[config.mk]
export PLATFORM = sky130hd
export DESIGN_NAME = sram_bank_flat
export DESIGN_NICKNAME = d
export VERILOG_FILES = /design/src/rtl/sram_bank_if.sv /design/src/rtl/sram_bank.sv /design/src/flat_wrapper.sv
export SDC_FILE = /design/constraint.sdc
export NUM_CORES = 1
export LEC_CHECK = 0
export ABC_AREA = 1
export ABC_CLOCK_PERIOD_IN_PS = 2700
export CAP_MARGIN = 10
export CORE_ASPECT_RATIO = 1.1
export CORE_MARGIN = 2
export CORE_UTILIZATION = 35
export DETAILED_ROUTE_END_ITERATION = 6
export PLACE_DENSITY = 0.47
export SYNTH_ARGS = -nofsm -noshare
export SYNTH_HDL_FRONTEND = slang
export SYNTH_SLANG_ARGS = --single-unit
[constraint.sdc]
create_clock -name clk -period 2.7 [get_ports clk]
set_clock_uncertainty 0.2 [all_clocks]
set_input_delay 0.405 -clock clk [delete_from_list [all_inputs] [get_ports clk]]
set_output_delay 0.405 -clock clk [all_outputs]
set_load 0.03 [all_outputs]
[src/rtl/sram_bank_if.sv]
// sram_bank_if -- request/response bundle for sram_bank.
//   cs, we, be, ad, din : request from the master (chip select, write enable,
//                         byte enables, word address, write data)
//   dout, rvalid        : registered read data and its one-cycle valid pulse
//   busy                : high while the bank is clearing itself after reset
interface sram_bank_if #(
    parameter int WIDTH     = 32,
    parameter int DEPTH_LOG = 4
);
    localparam int BE_W = WIDTH / 8;

    logic                 cs;
    logic                 we;
    logic [BE_W-1:0]      be;
    logic [DEPTH_LOG-1:0] ad;
    logic [WIDTH-1:0]     din;
    logic [WIDTH-1:0]     dout;
    logic                 rvalid;
    logic                 busy;

    modport master (output cs, we, be, ad, din, input dout, rvalid, busy);
    modport slave  (input cs, we, be, ad, din, output dout, rvalid, busy);
endinterface

[src/rtl/sram_bank.sv]
// sram_bank -- single-port word memory with byte-lane writes, registered
// reads (1 or 2 cycles latency) and a self-clearing sweep after reset.
//   clk    : clock, all state changes on its rising edge
//   rst_n  : asynchronous active-low reset
//   bus    : sram_bank_if.slave (cs/we/be/ad/din in; dout/rvalid/busy out)
// After reset the bank writes zero to every word, one per cycle, holding busy
// high; requests are ignored until that sweep has finished.
module sram_bank #(
    parameter int DEPTH     = 16,
    parameter int WIDTH     = 32,
    parameter int RD_LAT    = 1,
    parameter int DEPTH_LOG = $clog2(DEPTH)
) (
    input  logic        clk,
    input  logic        rst_n,
    sram_bank_if.slave  bus
);
    localparam int BE_W = WIDTH / 8;
    localparam logic [DEPTH_LOG-1:0] LAST_ADDR = DEPTH_LOG'(DEPTH - 1);
    localparam logic [DEPTH_LOG:0]   DEPTH_W   = (DEPTH_LOG + 1)'(DEPTH);

    typedef enum logic {
        ST_CLEAR = 1'b0,
        ST_IDLE  = 1'b1
    } state_t;

    state_t               state_q, state_d;
    logic [DEPTH_LOG-1:0] cnt_q, cnt_d;
    logic                 busy;

    logic                 in_range;
    logic                 wr_acc;
    logic                 rd_acc;

    logic                 mem_we;
    logic [DEPTH_LOG-1:0] mem_addr;
    logic [WIDTH-1:0]     mem_wdata;
    logic [BE_W-1:0]      mem_be;
    logic [WIDTH-1:0]     mem [DEPTH];
    logic [WIDTH-1:0]     rd_word;

    logic                 out_vld;
    logic [WIDTH-1:0]     out_data;
    logic [WIDTH-1:0]     dout_q, dout_d;
    logic                 rvalid_q, rvalid_d;

    // Clear sweep state machine: CLEAR walks the counter over every word once.
    always_comb begin
        state_d = state_q;
        cnt_d   = cnt_q;
        busy    = 1'b0;
        case (state_q)
            ST_CLEAR: begin
                busy = 1'b1;
                if (cnt_q == LAST_ADDR) begin
                    state_d = ST_IDLE;
                    cnt_d   = '0;
                end else begin
                    cnt_d = cnt_q + 1'b1;
                end
            end
            ST_IDLE: begin
                state_d = ST_IDLE;
            end
            default: begin
                state_d = ST_CLEAR;
            end
        endcase
    end

    // Addresses past the last word (non-power-of-2 depth) are never stored to
    // and read back as zero.
    assign in_range = ({1'b0, bus.ad} < DEPTH_W);
    assign wr_acc   = bus.cs & bus.we & ~busy & in_range;
    assign rd_acc   = bus.cs & ~bus.we & ~busy;
    assign rd_word  = in_range ? mem[bus.ad] : '0;

    // The single write port is shared: the sweep owns it while busy.
    always_comb begin
        mem_we    = wr_acc;
        mem_addr  = bus.ad;
        mem_wdata = bus.din;
        mem_be    = bus.be;
        if (busy) begin
            mem_we    = 1'b1;
            mem_addr  = cnt_q;
            mem_wdata = '0;
            mem_be    = '1;
        end
    end

    always_ff @(posedge clk) begin
        if (mem_we) begin
            for (int i = 0; i < BE_W; i++) begin
                if (mem_be[i]) begin
                    mem[mem_addr][8*i +: 8] <= mem_wdata[8*i +: 8];
                end
            end
        end
    end

    // Read pipeline. With two cycles of latency the word is captured in an
    // intermediate register at the accepting edge, so a later write to the
    // same address cannot disturb the data already in flight.
    generate
        if (RD_LAT == 2) begin : g_lat2
            logic             s1_vld_q, s1_vld_d;
            logic [WIDTH-1:0] s1_data_q, s1_data_d;

            always_comb begin
                s1_vld_d  = rd_acc;
                s1_data_d = s1_data_q;
                if (rd_acc) begin
                    s1_data_d = rd_word;
                end
            end

            always_ff @(posedge clk or negedge rst_n) begin
                if (!rst_n) begin
                    s1_vld_q  <= 1'b0;
                    s1_data_q <= '0;
                end else begin
                    s1_vld_q  <= s1_vld_d;
                    s1_data_q <= s1_data_d;
                end
            end

            assign out_vld  = s1_vld_q;
            assign out_data = s1_data_q;
        end else begin : g_lat1
            assign out_vld  = rd_acc;
            assign out_data = rd_word;
        end
    endgenerate

    // dout only moves when a read completes; writes never touch it.
    always_comb begin
        rvalid_d = out_vld;
        dout_d   = out_vld ? out_data : dout_q;
    end

    always_ff @(posedge clk or negedge rst_n) begin
        if (!rst_n) begin
            state_q  <= ST_CLEAR;
            cnt_q    <= '0;
            dout_q   <= '0;
            rvalid_q <= 1'b0;
        end else begin
            state_q  <= state_d;
            cnt_q    <= cnt_d;
            dout_q   <= dout_d;
            rvalid_q <= rvalid_d;
        end
    end

    assign bus.dout   = dout_q;
    assign bus.rvalid = rvalid_q;
    assign bus.busy   = busy;
endmodule

[src/flat_wrapper.sv]
// flat-port wrapper written by rule: the top's interface ports become plain ports
module sram_bank_flat 
#(
    parameter int DEPTH     = 16,
    parameter int WIDTH     = 32,
    parameter int RD_LAT    = 1,
    parameter int DEPTH_LOG = $clog2(DEPTH)
)
  (clk, rst_n, bus_cs, bus_we, bus_be, bus_ad, bus_din, bus_dout, bus_rvalid, bus_busy);
  sram_bank_if #(.WIDTH(WIDTH), .DEPTH_LOG(DEPTH_LOG)) bus_i ();
  input  logic clk;
  input  logic rst_n;
  input wire logic [$bits(bus_i.cs)-1:0] bus_cs;
  input wire logic [$bits(bus_i.we)-1:0] bus_we;
  input wire logic [$bits(bus_i.be)-1:0] bus_be;
  input wire logic [$bits(bus_i.ad)-1:0] bus_ad;
  input wire logic [$bits(bus_i.din)-1:0] bus_din;
  output wire logic [$bits(bus_i.dout)-1:0] bus_dout;
  output wire logic [$bits(bus_i.rvalid)-1:0] bus_rvalid;
  output wire logic [$bits(bus_i.busy)-1:0] bus_busy;
  assign bus_i.cs = bus_cs;
  assign bus_i.we = bus_we;
  assign bus_i.be = bus_be;
  assign bus_i.ad = bus_ad;
  assign bus_i.din = bus_din;
  assign bus_dout = bus_i.dout;
  assign bus_rvalid = bus_i.rvalid;
  assign bus_busy = bus_i.busy;
  sram_bank #(.DEPTH(DEPTH), .WIDTH(WIDTH), .RD_LAT(RD_LAT), .DEPTH_LOG(DEPTH_LOG)) u_core (.clk(clk), .rst_n(rst_n), .bus(bus_i));
endmodule
Word level (Yosys, flattened, before mapping) --
Memories as Yosys holds them, arrays and structs flattened. A register that Yosys moved wholly into a read port is not among the register bits. Cells that the tools add are included.
Word-level totals: flip-flop bits (word level) 6, latch bits 0, memory bits (writable) 512, ROM bits 0, input bits 44, output and inout port bits 34, memories kept 1
Memories:
- u_core.mem | depth 16, bits a word 32, read ports 1, clocked after Yosys merged registers in 1, wr ports 1, RTL line sram_bank.sv:39 | logic [WIDTH-1:0] mem [DEPTH];
Operators by class: add/sub/neg operators 1, multiply operators 0, divide/modulo/power cells 0, magnitude comparators 0, eq/ne operators 1, shift operators 0, mux-type cells 20, bitwise operators 6, reductions and logical operators 1
Operator list (count):
- two-way mux 32 bit | 1
- two-way mux 1 bit | 15
- two-way mux 4 bit | 3
- adder 4 x 1 -> 4 bit (second input constant) | 1
- AND 1 bit | 4
- equality test 4 bit (second input constant) | 1
- NOT 1 bit | 2
- one-hot mux 1 bit (2 select lines) | 1
- zero test 1 bit | 1

Depth between registers and ports, before layout --
depth in word-level cells 5, gate-level depth with buffers 12, mapped depth without buffers 9

Least setup slack after synthesis --
Ideal clock, no wire load.
kind input port to flip-flop, start point in bus_ad[0], end point mem u_core.mem[10][0] (enable), library setup time 0.370 ns, arrival time 1.537 ns, setup slack 0.593 ns, cell stages on the path 7, path buffers 2, cells stage by stage buf_4 > inv_4 > buf_4 > o21bai_2 > nor2_1 > nand2_1 > nor2_1
On the way: cells in the longest elaborated chain, start to end 1
RTL lines:
- start: declaration | RTL line flat_wrapper.sv:16 | input wire logic [$bits(bus_i.ad)-1:0] bus_ad;
- two-way mux 4 bit | RTL line sram_bank.sv:84 | if (busy) begin
- end: declaration | RTL line sram_bank.sv:39
Every way passes these cells.

Worst setup path in the final report --
start point reg u_core.state_q, end point mem u_core.mem[2][3] (enable)
On the way: cells in the longest elaborated chain, start to end 4, elaborated cells on any way between the ends 7
RTL lines:
- start: declaration | RTL line sram_bank.sv:27 | state_t state_q, state_d;
- start signal: assignment | RTL line sram_bank.sv:149 | state_q <= state_d;
- two-way mux 4 bit / AND 1 bit (equally long branches) | RTL line sram_bank.sv:84, sram_bank.sv:74
- two-way mux 1 bit, on equally long branches | RTL line sram_bank.sv:95, sram_bank.sv:84
- two-way mux 1 bit | RTL line sram_bank.sv:93 | if (mem_we) begin
- two-way mux 1 bit (implied by the code) | RTL line sram_bank.sv:96 | mem[mem_addr][8*i +: 8] <= mem_wdata[8*i +: 8];
Parallel ways exist; a longest one is shown, timed or not.

==> impl_metrics.yaml <==
synth:
  ys_ff_latch: 550
  syn_inst: 2019
  synth_edf_count: 512
  ys.flop_type: "edfxtp_1"
  synth_area_mm2: 0.0227
  yosysMostFrequentCell: "nand2_1"
  synthTopCellsByCount: "832 x nand2_1, 512 x edfxtp_1, 387 x nand3_1"
  synth_top_cells_by_area: "edfxtp_1 68%, nand2_1 14%, nand3_1 8.5%, dfrtp_1 4.2%, buf_2 1.3%"
  ys_async_sr_fraction_pct: 6.91
  ys_seq_area_share_pct: 72.0
  synth_fp_nets: 2064
  ys_warn_count: 0
  yosysTopAreaCell: "edfxtp_1"
  synth_top_cell_area_share_pct: 67.8
  avgSynthCellArea_um2: 11.2
  ys_types: 22
die:
  core_area_mm2: 0.0638
  io_pins: 78
  die_w_um: 247
  initial_core_util_pct: 35.5
  num_rows: 97
  die_h_um: 271
  die-area_mm2: 0.0668
cells_and_area:
  regArea_mm2: 0.0163
  area_growth_pct: 17.8
  drive_above_1_share_pct: 10.2
  multiInputGateArea_mm2: 0.00546
  fillCellCount: 6136
  finish.net_count: 2191
pwr:
  swShare_pct: 23.1
  combinationalPowerShare_pct: 8.0
  seqPwrFrac_pct: 49.3
  p_per_area_mw_per_mm2: 718
  intPower_w: 0.0147
  peakVddDrop_v: 0.000471
  power_frac_clock_pct: 42.8
  switching_power_w: 0.00443
  p_total_w: 0.0192
  leakagePower_nw: 10.2
critical_path:
  cp-start-kind: "flop"
  critPathLaunch: "u_core.state_q"
  end_kind: "flop"
  slowest_delay_ns: 0.51
  path_buf_inv: 1
  path_delay_family: "simple AND/OR/NAND/NOR gates"
  cp_cell_sequence: "nor2_1, o21bai_2, nor2_1, nand2_1, buf_4, nor2_1"
  cp_slowest_cell: "dfrtp_2"
  r2r-start: "u_core.state_q"
  crit_type: "flop to flop"
  critPathRequiredTime_ns: 2.75
  worstPathArrival_ns: 2.63
  cp_max_fo: 11
  crit_top_cell: "nor2_1"
timing:
  fin_setup_tns_ns: 0
  max-slew-margin-rel_pct: 48.0
  maxSlewViolCount: 0
  fin_crit_ns: 2.58
  max_freq_ghz: 0.388
  rsz0062_at_grt: "no"
  setup_viol_count_final: 0
  worstMarginPinSlew_ns: 0.781
  timing.final.crit_share_pct: 95.4
  hold_violations: 0
clocking:
  path_clk_slew_ns: 0.06
  cts_max_path_buffers: 3
  post_cts_buffers: 0
  cts_buffers: 58
  clockRootBuffer: "clkbuf_16"
  cts_htree_levels: 2
  cts.sinks: 550
  clk_latency_ns: 0.63
  cts_tree: "yes"
route:
  vias: 15100
  route.antenna.remaining_nets: 0
  route.detailed.drc: 0
  wl_per_cell_um: 21.3
  first_pass_iters: 5
  drtIter0Drc: 1465
  via_per_inst: 4.96
  drt_wl_total_um: 64800
placement:
  gp_congestion: 0.826
  dp_hpwl_um: 39400
  portBuffers: 77
worst_hold_path:
  worstHoldPathType: "primary input to asynchronous set/reset pin"
global_route:
  antenna_found_initial: 0
  grt_pass1_vias: 15100
  overflow: 0
  grt_use_total_pct: 19.5
  grt_max_degree: 131
  grt_pass1_wl_um: 96200
outcome:
  outcome: "finished, final reports clean"
job:
  drv_cap: 0
[timing repair]
| item | CTS | global route |
|---|---|---|
| hold buffers | 1 | 0 |
| endpoints found under the hold margin | 20 | 0 |
| resized for setup | 1 | 0 |
| setup endpoints to repair | 1 | 0 |
[worst reg2reg max path, stage by stage (launching register included)]
cell and delay [ns]:
dfrtp_2 0.51, nor2_1 0.10, o21bai_2 0.23, nor2_1 0.25, nand2_1 0.20, buf_4 0.21
nor2_1 0.50
[placed cells by master, fill, tap and decap left out]
| master | synthesis | layout |
|---|---|---|
| nand2_1 | 832 | 831 |
| edfxtp_1 | 512 | 512 |
| nand3_1 | 387 | 387 |
| buf_4 | 20 | 99 |
| clkdlybuf4s50_1 | 0 | 71 |
| nor2_1 | 68 | 68 |
| clkbuf_16 | 0 | 58 |
| inv_1 | 40 | 40 |
| dfrtp_1 | 38 | 37 |
| clkinv_2 | 0 | 15 |
| clkbuf_1 | 19 | 13 |
| buf_12 | 0 | 11 |
| bufinv_16 | 0 | 9 |
| clkinv_1 | 0 | 8 |
| inv_2 | 7 | 6 |
| a21oi_4 | 4 | 4 |
| o21ai_2 | 3 | 3 |
| inv_6 | 0 | 3 |
| clkbuf_8 | 0 | 3 |
| buf_2 | 60 | 3 |
| nor2_2 | 2 | 2 |
| diode_2 | 0 | 1 |
| inv_4 | 1 | 1 |
| inv_8 | 0 | 1 |
| o21bai_2 | 1 | 1 |
| nand2_2 | 0 | 1 |
| a21oi_1 | 1 | 1 |
| nand4_1 | 1 | 1 |
| o21ai_0 | 1 | 1 |
| ha_1 | 1 | 1 |
| clkinv_8 | 0 | 1 |
| clkinvlp_4 | 0 | 1 |
| dlygate4sd3_1 | 0 | 1 |
| dlygate4sd2_1 | 0 | 1 |
| dfrtp_2 | 0 | 1 |
[kinds of logic (layout without fill, tap and decap cells)]
logic type | count (synthesis) | count (layout) | synth area share (%)
flops | 550 | 550 | 72.0
compound gates | 10 | 10 | 0.497
simple gates | 1290 | 1290 | 23.5
buf+inv | 168 | 345 | 3.90
fa+ha+maj | 1 | 1 | 0.0552
other cells | 0 | 1 | 0
[flip-flops by register name, indices dropped and copies added, names as in the netlist]
name,count
u_core.cnt_q,4
u_core.bus.rvalid,1
u_core.mem,512
u_core.bus.dout,32
u_core.state_q,1
[routing by layer]
metal  share of wire, %  global-route usage [%]  vias to the layer above
met5                  0                       0                        -
met4                2.2                    5.31                        0
met3                6.3                    3.41                       94
met2                 47                    31.1                      499
met1                 45                    27.4                     7323
li1                   -                       -                     7153
[cell type report]
type	instances	area share, %
repair buffers	187	6.45
inverters	48	0.712
flip-flops and latches	550	61.1
clock buffers	73	5.72
multi-input cells	1301	20.4
diodes	1	0.00937
clock inverters	37	1.59
well taps	841	3.94
[power groups by stage]
stage	Clock, W	Combinational (W)	Sequential (W)
final	0.00820	0.00153	0.00944
after global placement	0	0.00154	0.00962
after floorplan	0	0.000715	0.00976
after global routing	0.00871	0.00167	0.00945
after CTS	0.00838	0.00155	0.00945
after detailed placement	0	0.00155	0.00962
[worst paths after layout]
kind / to / slack (ns) / cells past startpoint
min: u_core.bus.dout[18] / 0.09 / 2
min in group clk: u_core.bus.dout[19] / 0.27 / 2
max: u_core.mem[2][3] / 0.12 / 6
max reg2reg: u_core.mem[2][3] / 0.12 / 6
max in group asynchronous: u_core.state_q / 1.63 / 3
min reg2reg: u_core.bus.dout[19] / 0.27 / 2
[stage by stage]
stage	cells	instance area [um^2]	utilization [%]	setup slack [ns]	hold slack [ns]
2_1_floorplan	2019	22700	-	0.593	-0.0906
3_3_place_gp	2926	24700	38.8	0.182	0.240
3_5_place_dp	2926	24700	38.8	0.103	0.242
4_1_cts	3037	26700	41.8	0.136	0.0982
5_1_grt	3037	26700	41.8	0.0367	0.159
6_report	3038	26700	41.8	0.124	0.0946
(Power assumes the default switching activity.)
